**config.mk**
```make
export PLATFORM = sky130hd
export DESIGN_NAME = adc_capture_flat
export DESIGN_NICKNAME = d
export VERILOG_FILES = /design/src/rtl/adc_capture_if.sv /design/src/rtl/adc_capture.sv /design/src/flat_wrapper.sv
export SDC_FILE = /design/constraint.sdc
export NUM_CORES = 1
export LEC_CHECK = 0
export BUFFER_PORTS_ARGS = -buffer_cell sky130_fd_sc_hd__buf_2
export CORE_MARGIN = 5
export CORE_UTILIZATION = 63
export CTS_BUF_LIST = sky130_fd_sc_hd__clkbuf_2 sky130_fd_sc_hd__clkbuf_4 sky130_fd_sc_hd__clkbuf_8
export CTS_CLUSTER_DIAMETER = 30
export DETAILED_ROUTE_END_ITERATION = 10
export PLACE_DENSITY = 0.9
export RECOVER_POWER = 25
export SLEW_MARGIN = 15
export SYNTH_ARGS = -nofsm -noshare
export SYNTH_HDL_FRONTEND = slang
export SYNTH_SLANG_ARGS = --single-unit
```
**constraint.sdc**
```tcl
create_clock -name Clk -period 3.42 [get_ports Clk]
set_input_delay 0.513 -clock Clk [delete_from_list [all_inputs] [get_ports Clk]]
set_output_delay 0.513 -clock Clk [all_outputs]
set_load 0.1 [all_outputs]
```
**src/rtl/adc_capture_if.sv**
```systemverilog
// FIFO read side of adc_capture: the head frame, fill level and sticky flags,
// plus the pop and flag-clear requests coming back from the consumer.
interface adc_capture_if #(
    parameter int DATA_W = 16,
    parameter int DEPTH  = 4
);
    logic                   rd_en;
    logic                   clr_flags;
    logic [DATA_W-1:0]      LDATA_OUT;
    logic [DATA_W-1:0]      RDATA_OUT;
    logic                   valid;
    logic [$clog2(DEPTH):0] fill;
    logic                   overflow;
    logic                   short_err;

    modport master (
        input  rd_en, clr_flags,
        output LDATA_OUT, RDATA_OUT, valid, fill, overflow, short_err
    );

    modport slave (
        output rd_en, clr_flags,
        input  LDATA_OUT, RDATA_OUT, valid, fill, overflow, short_err
    );
endinterface

```
**src/rtl/adc_capture.sv**
```systemverilog
// WM8731 ADC-side I2S receiver: oversamples the codec pins in the Clk domain,
// deserializes left/right words and queues stereo frames in a show-ahead FIFO.
module adc_capture #(
    parameter int DATA_W = 16,
    parameter int DEPTH  = 4,
    parameter int CW     = 6
) (
    input  logic          Clk,
    input  logic          Reset,
    input  logic          Enable,
    input  logic          AUD_BCLK,
    input  logic          AUD_ADCLRCK,
    input  logic          AUD_ADCDAT,
    adc_capture_if.master rd
);
    localparam int            AW        = $clog2(DEPTH);
    localparam logic [CW-1:0] FULL_CNT  = CW'(DATA_W);
    localparam logic [CW-1:0] LAST_CNT  = CW'(DATA_W - 1);
    localparam logic [AW:0]   FULL_FILL = (AW + 1)'(DEPTH);
    localparam logic          CH_L      = 1'b0;
    localparam logic          CH_R      = 1'b1;

    typedef enum logic [2:0] {IDLE, ALIGN, DELAY, SHIFT, DONE} state_t;

    // Left-justify a possibly short word; missing LSBs come out as zeros.
    function automatic logic [DATA_W-1:0] align_word(input logic [DATA_W-1:0] s,
                                                     input logic [CW-1:0]     n);
        return s << (FULL_CNT - n);
    endfunction

    logic [2:0] bclk_q, lrck_q;
    logic [1:0] dat_q;

    always_ff @(posedge Clk) begin
        if (Reset) begin
            bclk_q <= '0;
            lrck_q <= '0;
            dat_q  <= '0;
        end else begin
            bclk_q <= {bclk_q[1:0], AUD_BCLK};
            lrck_q <= {lrck_q[1:0], AUD_ADCLRCK};
            dat_q  <= {dat_q[0], AUD_ADCDAT};
        end
    end

    logic bclk_rise, lrck_rise, lrck_fall;
    assign bclk_rise = bclk_q[1] & ~bclk_q[2];
    assign lrck_rise = lrck_q[1] & ~lrck_q[2];
    assign lrck_fall = ~lrck_q[1] & lrck_q[2];

    state_t            state_q, state_d;
    logic [CW-1:0]     cnt_q, cnt_d;
    logic [DATA_W-1:0] sh_q, sh_d;
    logic              chan_q, chan_d;
    logic [DATA_W-1:0] lword_q, lword_d;
    logic [DATA_W-1:0] word;
    logic              push, short_set;

    always_ff @(posedge Clk) begin
        if (Reset) begin
            state_q <= IDLE;
            cnt_q   <= '0;
            sh_q    <= '0;
            chan_q  <= CH_L;
        end else begin
            state_q <= state_d;
            cnt_q   <= cnt_d;
            sh_q    <= sh_d;
            chan_q  <= chan_d;
        end
        lword_q <= lword_d;
    end

    always_comb begin
        state_d   = state_q;
        cnt_d     = cnt_q;
        sh_d      = sh_q;
        chan_d    = chan_q;
        lword_d   = lword_q;
        push      = 1'b0;
        short_set = 1'b0;
        word      = align_word(sh_q, cnt_q);
        if (!Enable) begin
            state_d = IDLE;
            cnt_d   = '0;
            sh_d    = '0;
            chan_d  = CH_L;
        end else begin
            case (state_q)
                IDLE:  state_d = ALIGN;
                ALIGN: if (lrck_fall) begin
                    state_d = DELAY;
                    chan_d  = CH_L;
                end
                DELAY: if (bclk_rise) begin
                    state_d = SHIFT;
                    cnt_d   = '0;
                    sh_d    = '0;
                end
                SHIFT, DONE: begin
                    if ((lrck_fall && chan_q == CH_R) || (lrck_rise && chan_q == CH_L)) begin
                        short_set = (cnt_q < FULL_CNT);
                        state_d   = DELAY;
                        chan_d    = ~chan_q;
                        if (chan_q == CH_R) push = 1'b1;
                        else                lword_d = word;
                    end else if (lrck_fall || lrck_rise) begin
                        // Frame clock out of step with our channel: drop and resync.
                        state_d = ALIGN;
                    end else if (state_q == SHIFT && bclk_rise) begin
                        sh_d  = {sh_q[DATA_W-2:0], dat_q[1]};
                        cnt_d = cnt_q + 1'b1;
                        if (cnt_q == LAST_CNT) state_d = DONE;
                    end
                end
                default: state_d = IDLE;
            endcase
        end
    end

    logic [DATA_W-1:0] mem_l_q [DEPTH];
    logic [DATA_W-1:0] mem_r_q [DEPTH];
    logic [AW-1:0]     wp_q, rp_q;
    logic [AW:0]       fill_q, fill_d;
    logic              ovf_q, short_q;
    logic              pop, full, wr_en, ovf_set;

    assign pop     = rd.rd_en & (fill_q != '0);
    assign full    = (fill_q == FULL_FILL);
    assign wr_en   = push & (~full | pop);
    assign ovf_set = push & full & ~pop;

    always_comb begin
        fill_d = fill_q;
        case ({wr_en, pop})
            2'b10:   fill_d = fill_q + 1'b1;
            2'b01:   fill_d = fill_q - 1'b1;
            default: fill_d = fill_q;
        endcase
    end

    always_ff @(posedge Clk) begin
        if (Reset) begin
            wp_q    <= '0;
            rp_q    <= '0;
            fill_q  <= '0;
            ovf_q   <= 1'b0;
            short_q <= 1'b0;
        end else begin
            if (wr_en) wp_q <= wp_q + 1'b1;
            if (pop)   rp_q <= rp_q + 1'b1;
            fill_q  <= fill_d;
            ovf_q   <= ovf_set | (ovf_q & ~rd.clr_flags);
            short_q <= short_set | (short_q & ~rd.clr_flags);
        end
    end

    always_ff @(posedge Clk) begin
        if (wr_en) begin
            mem_l_q[wp_q] <= lword_q;
            mem_r_q[wp_q] <= word;
        end
    end

    assign rd.valid     = (fill_q != '0);
    assign rd.fill      = fill_q;
    assign rd.LDATA_OUT = rd.valid ? mem_l_q[rp_q] : '0;
    assign rd.RDATA_OUT = rd.valid ? mem_r_q[rp_q] : '0;
    assign rd.overflow  = ovf_q;
    assign rd.short_err = short_q;
endmodule

```
**src/flat_wrapper.sv**
```systemverilog
// flat-port wrapper written by rule: the top's interface ports become plain ports
module adc_capture_flat 
#(
    parameter int DATA_W = 16,
    parameter int DEPTH  = 4,
    parameter int CW     = 6
)
  (Clk, Reset, Enable, AUD_BCLK, AUD_ADCLRCK, AUD_ADCDAT, rd_rd_en, rd_clr_flags, rd_LDATA_OUT, rd_RDATA_OUT, rd_valid, rd_fill, rd_overflow, rd_short_err);
  adc_capture_if #(.DATA_W(DATA_W), .DEPTH(DEPTH)) rd_i ();
  input  logic Clk;
  input  logic Reset;
  input  logic Enable;
  input  logic AUD_BCLK;
  input  logic AUD_ADCLRCK;
  input  logic AUD_ADCDAT;
  input wire logic [$bits(rd_i.rd_en)-1:0] rd_rd_en;
  input wire logic [$bits(rd_i.clr_flags)-1:0] rd_clr_flags;
  output wire logic [$bits(rd_i.LDATA_OUT)-1:0] rd_LDATA_OUT;
  output wire logic [$bits(rd_i.RDATA_OUT)-1:0] rd_RDATA_OUT;
  output wire logic [$bits(rd_i.valid)-1:0] rd_valid;
  output wire logic [$bits(rd_i.fill)-1:0] rd_fill;
  output wire logic [$bits(rd_i.overflow)-1:0] rd_overflow;
  output wire logic [$bits(rd_i.short_err)-1:0] rd_short_err;
  assign rd_i.rd_en = rd_rd_en;
  assign rd_i.clr_flags = rd_clr_flags;
  assign rd_LDATA_OUT = rd_i.LDATA_OUT;
  assign rd_RDATA_OUT = rd_i.RDATA_OUT;
  assign rd_valid = rd_i.valid;
  assign rd_fill = rd_i.fill;
  assign rd_overflow = rd_i.overflow;
  assign rd_short_err = rd_i.short_err;
  adc_capture #(.DATA_W(DATA_W), .DEPTH(DEPTH), .CW(CW)) u_core (.Clk(Clk), .Reset(Reset), .Enable(Enable), .AUD_BCLK(AUD_BCLK), .AUD_ADCLRCK(AUD_ADCLRCK), .AUD_ADCDAT(AUD_ADCDAT), .rd(rd_i));
endmodule
```
# After elaboration in Yosys (flattened, before gate mapping)
# Memories as Yosys holds them, arrays and structs flattened. A register that Yosys moved wholly into a read port is not among the register bits.
# Index checks and enable logic that the tools add are counted.
[totals]
elab_cells = 111
out_inout_bits = 38
n_memories = 2
mem_bits_rw = 128
input_bits = 8
reg_bits = 59
[op_classes]
reduce_logical = 16
n_bitwise = 20
order_cmp = 1
mux = 36
shift = 1
eq_ne = 16
n_addsub = 6
[memory_table]
columns = ["memory", "words", "word_bits", "rd", "rd_clocked_by_memory_dff", "wr", "line", "rtl"]
rows = [
  ["u_core.mem_l_q", 4, 16, 1, 1, 1, "adc_capture.sv:121", "logic [DATA_W-1:0] mem_l_q [DEPTH];"],
  ["u_core.mem_r_q", 4, 16, 1, 1, 1, "adc_capture.sv:122", "logic [DATA_W-1:0] mem_r_q [DEPTH];"],
]
[op_table]
columns = ["operator", "n"]
rows = [
  ["16-bit two-way mux", 6],
  ["16-bit case mux with 2 select lines", 1],
  ["6-bit two-way mux", 4],
  ["3-bit two-way mux", 6],
  ["16-bit by 6-bit << shifter with 16-bit output", 1],
  ["3-bit case mux with 4 select lines", 1],
  ["6-bit case mux with 2 select lines", 1],
  ["1-bit two-way mux", 11],
  ["1-bit AND", 9],
  ["2-bit two-way mux", 4],
  ["2-bit by 1-bit inequality test with 1-bit output, second input constant", 4],
  ["4-bit by 1-bit inequality test with 1-bit output, second input constant", 2],
  ["1-bit NOT", 8],
  ["4-bit AND reduction", 2],
  ["6-bit by 1-bit adder with 6-bit output, second input constant", 1],
  ["3-bit by 2-bit equality test with 1-bit output, second input constant", 2],
  ["3-bit equality test, second input constant", 2],
  ["6-bit by 4-bit equality test with 1-bit output, second input constant", 1],
  ["6-bit by 5-bit < comparator with 1-bit output, second input constant", 1],
  ["3-bit case mux with 2 select lines", 1],
  ["2-bit nonzero test", 3],
  ["5-bit by 6-bit subtractor with 6-bit output, first input constant", 1],
  ["5-bit AND reduction", 1],
  ["2-bit by 1-bit adder with 2-bit output, second input constant", 2],
  ["other kinds (14)", 21],
]

# Longest topological paths before layout
# Gate-level depths: netlist (run 1).
[depth]
ltp_word = 10
depth_mapped = 12
depth_no_buf = 11

# Least setup slack after synthesis (run 1)
# OpenSTA, ideal clock, no wires.
[synth_timing]
kind = "register -> output"
from = "reg u_core.fill_q[0], in the netlist u_core.rd.fill[0]"
to = "out rd_LDATA_OUT[10]"
stages_incl_launch_ff = 4
t_required_ps = 2907
setup_slack_ps = -222
arrival_time_ps = 3129
path_buffers = 1
cell_sequence = "dfxtp_1 -> or3_1 -> clkbuf_1 -> and2_1"
[synth_via]
elab_chain_len = 2
[synth_rtl]
columns = ["element", "line", "rtl"]
rows = [
  ["start: declaration", "adc_capture.sv:124", "logic [AW:0] fill_q, fill_d;"],
  ["start signal: assignment", "adc_capture.sv:152", "fill_q <= fill_d;"],
  ["3-bit nonzero test", "adc_capture.sv:165", "assign rd.valid = (fill_q != '0);"],
  ["net rd_valid", "flat_wrapper.sv:20", "output wire logic [$bits(rd_i.valid)-1:0] rd_valid;"],
  ["16-bit two-way mux", "adc_capture.sv:167", "assign rd.LDATA_OUT = rd.valid ? mem_l_q[rp_q] : '0;"],
  ["end: declaration", "flat_wrapper.sv:18", "output wire logic [$bits(rd_i.LDATA_OUT)-1:0] rd_LDATA_OUT;"],
]
# The timed path passes the listed nets, and every way through them passes these cells.

# Worst setup path after layout (run 1)
[layout_timing]
from = "reg u_core.cnt_q[0]"
to = "mem u_core.mem_r_q[1][15] (data pin)"
[layout_via]
elab_chain_len = 2
[layout_rtl]
columns = ["element", "line", "rtl"]
rows = [
  ["start: declaration", "adc_capture.sv:52", "logic [CW-1:0] cnt_q, cnt_d;"],
  ["start signal: assignment", "adc_capture.sv:67", "cnt_q <= cnt_d;"],
  ["5-bit by 6-bit subtractor with 6-bit output", "adc_capture.sv:28", "return s << (FULL_CNT - n);"],
  ["16-bit by 6-bit << shifter with 16-bit output", "adc_capture.sv:28", ""],
  ["net u_core.word[15]", "adc_capture.sv:56", "logic [DATA_W-1:0] word;"],
  ["end: declaration", "adc_capture.sv:122", ""],
]
# The timed path passes the listed nets, and every way through them passes these cells.

==> impl_metrics.yaml, run 1 <==
status:
  outcome: "finished clean"
place:
  place_congestion: 0.9002
  hpwl_um: 10190
  dp.cells: 754
  portBuffers: 45
  dp_slack_ps: 683.5
  placed_cell_area_sq_mm: 0.008643
timing:
  final-setup-viol-count: 0
  hold_viol: 0
  finClkSkew_ps: 19.70
  finalSetupTns_ps: 0
  period_needed_ps: 2841
  timing.final.crit_share: 0.8306
  maxSlewViolCount: 0
  slew_headroom: 0.1625
  worst-slew-pin-transition_ps: 1254
  setup_slack_ps: 579.4
  rsz0062_at_grt: "false"
  fmaxAchievable_mhz: 352.0
yosys:
  synth-seq-cells: 189
  synthMuxAreaShare: 0.1439
  async_flop_share: 0
  ys_types: 61
  yosysSeqAreaShare: 0.6314
  ys_warn_count: 0
  synth_nets: 575
  synth_compound_area_frac: 0.05110
  synth_area_per_cell_sq_um: 14.86
  synthCells: 557
  synth_top_family_by_area: "multiplexers"
  synth-edff-count: 144
  synth_area_leaders: "edfxtp_1, mux4_2, dfxtp_1"
  synthAdderAreaFrac: 0.01603
  synth_ff_type: "edfxtp_1"
  yosys.area.top_type_share: 0.5225
  yosys.area_share.simple: 0.1123
  synth_largest_area_cell: "edfxtp_1"
  syn-cell-area_sq_mm: 0.008275
  synth-xor-area-share: 0.01890
global_route:
  grt_pass1_vias: 4875
  grt_pass1_wl_um: 25440
  busiest_layer: "met2"
  antenna_found_initial: 0
  met1_usage: 0.2669
  grt.met3_usage: 0.04889
  grt_usage: 0.2088
  grt_max_degree: 35
  overflow: 0
  met2_usage: 0.3597
final_layout:
  finalInstanceArea_sq_mm: 0.009054
  area_growth_pct: 9.404
  final_nets: 619
  fillers: 783
  drive_gt1_frac: 0.2353
  antennaDiodeCount: 0
  fin_cells: 784
floorplan:
  die-area_sq_mm: 0.01553
  fp.dieW_um: 124.6
  start_util: 0.6479
  die_y_um: 124.6
  core.rowCount: 41
  io_pins: 46
  core_sq_mm: 0.01277
setup_path:
  crit_arrival_ps: 3030
  rr_worst_depth: 6
  end_kind: "register"
  cp-start-kind: "register"
  critPathMaxFanout: 11
  required_ps: 3610
  worst-setup-path-type: "register to register"
clocking:
  postCtsSetupBuffers: 0
  cts_tree: "built"
  ctsResizeCount: 0
  htreeDepth: 4
  cts-hold-fix-buffers: 0
  cts_sinks: 189
  clock_path_buffers: 2
  worst_skew_pair.late_latency_ps: 450
  cts_buffers: 17
  root_buffer: "clkbuf_8"
  clkTransAtPathRegs_ps: 90
route:
  vias: 4681
  drtIter0Drc: 476
  wire_per_inst_um: 19.64
  via_per_inst: 5.971
  wl_um: 15400
  drc_errors: 0
  drtPass1Iterations: 5
  drtAntennaViolNets: 0
hold_path:
  hold_path_depth: 2
  hold_class: "input pin to register"
power:
  power.share.combinational: 0.008
  power_density_mw_per_mm2: 446.7
  seq_power_share: 0.603
  swShare: 0.1918
  ir_worst_vdd_uv: 217.7
  intPower_mw: 3.269
  total_power_mw: 4.044
  p_switching_uw: 775.5
  power.share.clock: 0.388
  p_leak_nw: 3.084
run:
  drv_cap: 0
## registers in the layout (all words and copies together) (netlist names), 2 cells and up, named ones only
signal and count:
u_core.rd.fill 3, u_core.cnt_q 6, u_core.rp_q 2, u_core.sh_q 16, u_core.lword_q 16, u_core.wp_q 2
u_core.bclk_q 3, u_core.state_q 3, u_core.dat_q 2, u_core.mem_r_q 64, u_core.mem_l_q 64, u_core.lrck_q 3
## cell usage after synthesis, types with 2 or more instances
cell type and n:
a21oi_1 37, a31oi_1 4, and2_1 38, buf_2 12
buf_4 3, buf_6 3, clkbuf_1 11, dfxtp_1 45
edfxtp_1 144, ha_1 9, inv_1 15, mux2_2 4
mux2i_1 14, mux4_2 44, nand2_1 44, nand2b_1 6
nand3_1 10, nor2_1 30, nor2b_1 10, nor3_1 2
nor3b_1 4, nor4_1 4, nor4_2 2, o21ai_0 4
o22ai_1 10, or2_2 2, or3_1 3, xnor2_1 7
xor2_1 4
## layer usage
metal,routed length [um],vias up
met3,912,23
li1,-,2177
met1,6100,2300
met2,8155,181
met5,0,-
met4,229,0
## final cells by class
type / instances / area [sq um] / share of cell area
Clock buffer: 19 / 249.0 / 0.02750
Clock inverter: 11 / 182.7 / 0.02018
Timing Repair Buffer: 55 / 301.5 / 0.03331
Inverter: 15 / 56.30 / 0.006219
Multi-Input combinational cell: 323 / 2823 / 0.3118
Sequential cell: 189 / 5226 / 0.5773
Tap cell: 172 / 215.2 / 0.02377
## placed cells by master (no fill, tap or decap), types with 8 or more instances in the layout
master,Yosys,routed
ha_1,9,9
nand2_1,44,44
buf_4,3,8
dfxtp_1,45,44
and2_1,38,37
nor2b_1,10,10
nand3_1,10,10
a21oi_1,37,37
mux4_2,44,44
edfxtp_1,144,144
nor2_1,30,30
inv_1,15,15
mux2i_1,14,14
clkbuf_8,0,17
o22ai_1,10,10
buf_2,12,39
## final timing paths
path,start,to,slack [ps]
worst max-delay path,u_core.cnt_q[0]$_SDFFE_PP0P_,u_core.mem_r_q[1][15]$_DFFE_PP_,580
worst min-delay path,AUD_ADCDAT,u_core.dat_q[0]$_SDFF_PP0_,270
worst max register to register,u_core.cnt_q[0]$_SDFFE_PP0P_,u_core.mem_r_q[1][15]$_DFFE_PP_,580
worst min register to register,u_core.lrck_q[0]$_SDFF_PP0_,u_core.lrck_q[1]$_SDFF_PP0_,440
## worst max-delay path: stages, from the launching register on
cell and delay [ps]:
dfxtp_1 550, inv_1 140, ha_1 410, xor2_4 400
mux2_2 400, mux2_2 280, o22ai_1 390
## stage by stage
step	utilization	hold WS [ps]
2_1_floorplan	-	413.8
3_3_place_gp	0.6767	418.4
3_5_place_dp	0.6767	423.7
4_1_cts	0.7105	246.7
5_1_grt	0.7088	251.6
6_report	0.7088	269.7
## power by group through the flow
stage	Combinational, mW	Clock, mW	Sequential, mW
CTS	0.0339	1.59	2.44
detailed placement	0.0334	0	2.49
global placement	0.0320	0	2.49
finish	0.0335	1.57	2.44
floorplan	0.0273	0	2.49
global route	0.0369	1.72	2.44
## kinds of logic after synthesis
| logic type | Yosys count |
|---|---|
| flip-flops | 189 |
| AND/OR/NAND/NOR | 170 |
| AO/OA/AOI/OAI | 66 |
| multiplexers | 63 |
| buffers and inverters | 45 |
| XOR/XNOR | 14 |
| adder cells (fa/ha/maj) | 10 |
No activity file was read; power rests on OpenSTA's default activity.
==> run 2: changes to the inputs <==
- clock period: 3.42 -> 2.85 ns (I/O delays scaled with it)
==> impl_metrics.yaml, run 2 (synthesized netlist as in run 1, its figures left out) <==
floorplan:
  core_sq_mm: 0.01277
  start_util: 0.6479
  die_y_um: 124.6
  fp.dieW_um: 124.6
  die-area_sq_mm: 0.01553
  io_pins: 46
  core.rowCount: 41
status:
  outcome: "finished clean"
place:
  dp_slack_ps: 142.4
  dp.cells: 761
  hpwl_um: 9924
  placed_cell_area_sq_mm: 0.008738
  place_congestion: 0.9022
  portBuffers: 45
setup_path:
  r2r-start: "u_core.state_q[2]$_SDFFE_PP0P_"
  worst-setup-path-type: "register to register"
  path_delay_family: "simple AND/OR/NAND/NOR gates"
  crit_arrival_ps: 3120
  reg2reg_slack_ps: 100
  cp-start-kind: "register"
  required_ps: 3230
  slowest_stage: "dfxtp_1"
  critPathMaxFanout: 8
  path_buf_inv: 2
  path_cells: "and2b_2 -> a21o_2 -> and4b_1 -> inv_1 -> ha_1 -> inv_1 -> fa_1 -> xor2_1 -> or3_1 -> a21oi_1"
  critPathCapture: "u_core.rd.fill[2]$_SDFFE_PP0P_"
  rr_worst_depth: 10
  critical-path-max-stage-delay_ps: 470
  regToRegEndpoint: "u_core.rd.fill[2]$_SDFFE_PP0P_"
  end_kind: "register"
  cp.depth: 10
  startpoint: "u_core.state_q[2]$_SDFFE_PP0P_"
  critPathMostFrequentCell: "inv_1"
power:
  p_leak_nw: 3.131
  power_density_mw_per_mm2: 506.4
  ir_worst_vdd_uv: 252.5
  total_power_mw: 4.610
route:
  via_per_inst: 6.048
  wire_per_inst_um: 19.32
  drc_errors: 0
  vias: 4796
  drtAntennaViolNets: 0
  drtPass1Iterations: 5
  wl_um: 15320
  drtIter0Drc: 384
timing:
  worst-slew-pin-transition_ps: 1183
  finClkSkew_ps: 10.81
  finalSetupTns_ps: 0
  slew_headroom: 0.2148
  hold_viol: 0
  timing.final.crit_share: 0.9640
  maxSlewViolCount: 0
  final-setup-viol-count: 0
  rsz0062_at_grt: "false"
  timing.hold.ws_ps: 174.1
  fmaxAchievable_mhz: 364.0
  setup_slack_ps: 102.5
  period_needed_ps: 2748
final_layout:
  final_nets: 626
  utilization: 0.7126
  area_growth_pct: 9.994
  fillers: 760
  multi_input_area_sq_mm: 0.002849
  finalInstanceArea_sq_mm: 0.009102
  final_common_cell: "edfxtp_1"
  drive_gt1_frac: 0.2754
  fin_cells: 793
  seqCellArea_sq_mm: 0.005228
  antennaDiodeCount: 0
  top_regs: "u_core.mem_l_q (64), u_core.mem_r_q (64)"
  layout_common_cells: "edfxtp_1, nand2_1, mux4_2"
global_route:
  overflow: 0
  grt_max_degree: 34
  grt_pass1_wl_um: 25210
  grt_pass1_vias: 4935
  antenna_found_initial: 0
  grt_usage: 0.2068
clocking:
  ctsResizeCount: 0
  cts-hold-fix-buffers: 0
  worst_skew_pair.late_latency_ps: 450
  root_buffer: "clkbuf_8"
  htreeDepth: 4
  postCtsSetupBuffers: 0
  cts_tree: "built"
  cts_sinks: 189
  cts_buffers: 17
  clkTransAtPathRegs_ps: 100
  clock_path_buffers: 2
run:
  drv_cap: 0
hold_path:
  hold_path_depth: 2
  hold_class: "input pin to register"
run 2: worst min path at each step:
stage / slack (ps) / endpoint / from
final: 170 / u_core.dat_q[0]$_SDFF_PP0_ / AUD_ADCDAT
after global routing: 170 / u_core.dat_q[0]$_SDFF_PP0_ / AUD_ADCDAT
after CTS: 150 / u_core.dat_q[0]$_SDFF_PP0_ / AUD_ADCDAT
after detailed placement: 420 / u_core.bclk_q[1]$_SDFF_PP0_ / u_core.bclk_q[0]$_SDFF_PP0_
after global placement: 420 / u_core.lrck_q[1]$_SDFF_PP0_ / u_core.lrck_q[0]$_SDFF_PP0_
after floorplan: 410 / u_core.bclk_q[1]$_SDFF_PP0_ / u_core.bclk_q[0]$_SDFF_PP0_
run 2: cell type report:
class	count	share of cell area
multi-input cells	323	0.3130
clock buffers	18	0.02653
inverters	15	0.006186
clock inverters	14	0.01457
repair buffers	62	0.04179
well taps	172	0.02364
flip-flops and latches	189	0.5743
run 2: metal layers:
| layer | wire [um] | global-route usage |
|---|---|---|
| met5 | 0 | 0 |
| met2 | 8297 | 0.3702 |
| met4 | 304 | 0.08188 |
| met3 | 744 | 0.04245 |
| met1 | 5975 | 0.2444 |
run 2: where the power goes:
| part | total (mW) | internal [mW] | switching [mW] |
|---|---|---|---|
| sequential | 2.93 | 2.92 | 0.00437 |
| clock | 1.64 | 0.717 | 0.923 |
| combinational | 0.0419 | 0.0166 | 0.0253 |
==> run 3: changes to the inputs <==
- REMOVE_ABC_BUFFERS: default -> 1
==> impl_metrics.yaml, run 3 (synthesized netlist as in run 1, its figures left out) <==
setup_path:
  cp-start-kind: "register"
  critPathMaxFanout: 8
  end_kind: "register"
  required_ps: 3220
  worst-setup-path-type: "register to register"
  crit_arrival_ps: 3060
power:
  ir_worst_vdd_uv: 305.8
  power_density_mw_per_mm2: 525.6
  total_power_mw: 4.798
  p_leak_nw: 3.134
timing:
  fmaxAchievable_mhz: 372.1
  timing.hold.ws_ps: 177.0
  finClkSkew_ps: 13.02
  rsz0062_at_grt: "false"
  slew_headroom: 0.2189
  period_needed_ps: 2687
  worst-slew-pin-transition_ps: 1177
  hold_viol: 0
  timing.final.crit_share: 0.9429
  maxSlewViolCount: 0
  final-setup-viol-count: 0
global_route:
  grt_pass1_wl_um: 25700
  grt_max_degree: 34
  grt_pass1_vias: 4800
  grt_usage: 0.2130
  antenna_found_initial: 0
  overflow: 0
route:
  drc_errors: 0
  wire_per_inst_um: 19.73
  wl_um: 15630
  via_per_inst: 6.013
  drtPass1Iterations: 5
  drtAntennaViolNets: 0
  vias: 4762
  drtIter0Drc: 457
clocking:
  htreeDepth: 4
  worst_skew_pair.late_latency_ps: 460
  clkTransAtPathRegs_ps: 90
  clock_path_buffers: 2
  root_buffer: "clkbuf_8"
  cts_buffers: 17
  cts-hold-fix-buffers: 0
  cts_sinks: 189
  cts_tree: "built"
final_layout:
  final_nets: 625
  antennaDiodeCount: 0
  top_regs: "u_core.mem_l_q (64), u_core.mem_r_q (64)"
  final_common_cell: "edfxtp_1"
  area_growth_pct: 10.31
  layout_common_cells: "edfxtp_1, nand2_1, mux4_2"
  finalInstanceArea_sq_mm: 0.009129
  utilization: 0.7147
  drive_gt1_frac: 0.2484
hold_path:
  hold_class: "input pin to register"
status:
  outcome: "finished clean"
place:
  hpwl_um: 10330
  place_congestion: 0.8650
  placed_cell_area_sq_mm: 0.008718
  portBuffers: 45
floorplan:
  die_y_um: 124.6
  core.rowCount: 41
  io_pins: 46
  fp.dieW_um: 124.6
  die-area_sq_mm: 0.01553
  start_util: 0.6479
  core_sq_mm: 0.01277
run:
  drv_cap: 0
==> run 3: worst paths after layout <==
path / start / to / slack (ps) / cells past startpoint
setup / recovery: u_core.state_q[2]$_SDFFE_PP0P_ / u_core.rd.fill[2]$_SDFFE_PP0P_ / 160 / 10
hold / removal: AUD_ADCLRCK / u_core.lrck_q[0]$_SDFF_PP0_ / 180 / 2
setup reg to reg: u_core.state_q[2]$_SDFFE_PP0P_ / u_core.rd.fill[2]$_SDFFE_PP0P_ / 160 / 10
hold reg to reg: u_core.lrck_q[0]$_SDFF_PP0_ / u_core.lrck_q[1]$_SDFF_PP0_ / 450 / 1
==> run 3: where the power goes <==
group	switching (mW)	internal (mW)	leakage [nW]	total (mW)
logic	0.0248	0.0163	1.13	0.0411
clock network	0.947	0.883	0.206	1.83
registers	0.00441	2.92	1.80	2.93
==> run 3: critical path, stage by stage, from the launching register on <==
cell and delay (ps):
dfxtp_2 400, and2b_1 260, a21o_2 280, and4b_1 280, inv_1 90, ha_1 180, inv_1 70, fa_1 380
xor2_1 160, or3_1 320, a21oi_1 180
==> run 3: stage by stage <==
stage	TNS [ps]	setup slack (ps)	std cells
6_report	0	162.9	792
5_1_grt	0	2.744	792
4_1_cts	0	91.30	792
3_5_place_dp	0	178.2	760
3_3_place_gp	0	313.7	760
2_1_floorplan	-30060	-795.0	527
==> run 3: layout make-up <==
class / count / area (sq um)
repair buffers: 61 / 376.6
flip-flops and latches: 189 / 5228
multi-input cells: 323 / 2831
clock inverters: 15 / 187.7
inverters: 15 / 56.30
well taps: 172 / 215.2
clock buffers: 17 / 234.0
fillers: 802 / 3645
==> run 3: repair_timing <==
| item | 4_1_cts | 5_1_grt |
|---|---|---|
| setup endpoints to repair | 0 | 1 |
| buffers inserted | 0 | 0 |
| gates resized for setup | 0 | 1 |
==> run 3: layer usage <==
layer | vias to the layer above | routed length (um) | global-route usage
met2 | 159 | 8316 | 0.3690
met1 | 2381 | 6245 | 0.2656
li1 | 2194 | - | -
met3 | 28 | 736 | 0.04803
met4 | 0 | 328 | 0.07350
met5 | - | 0 | 0
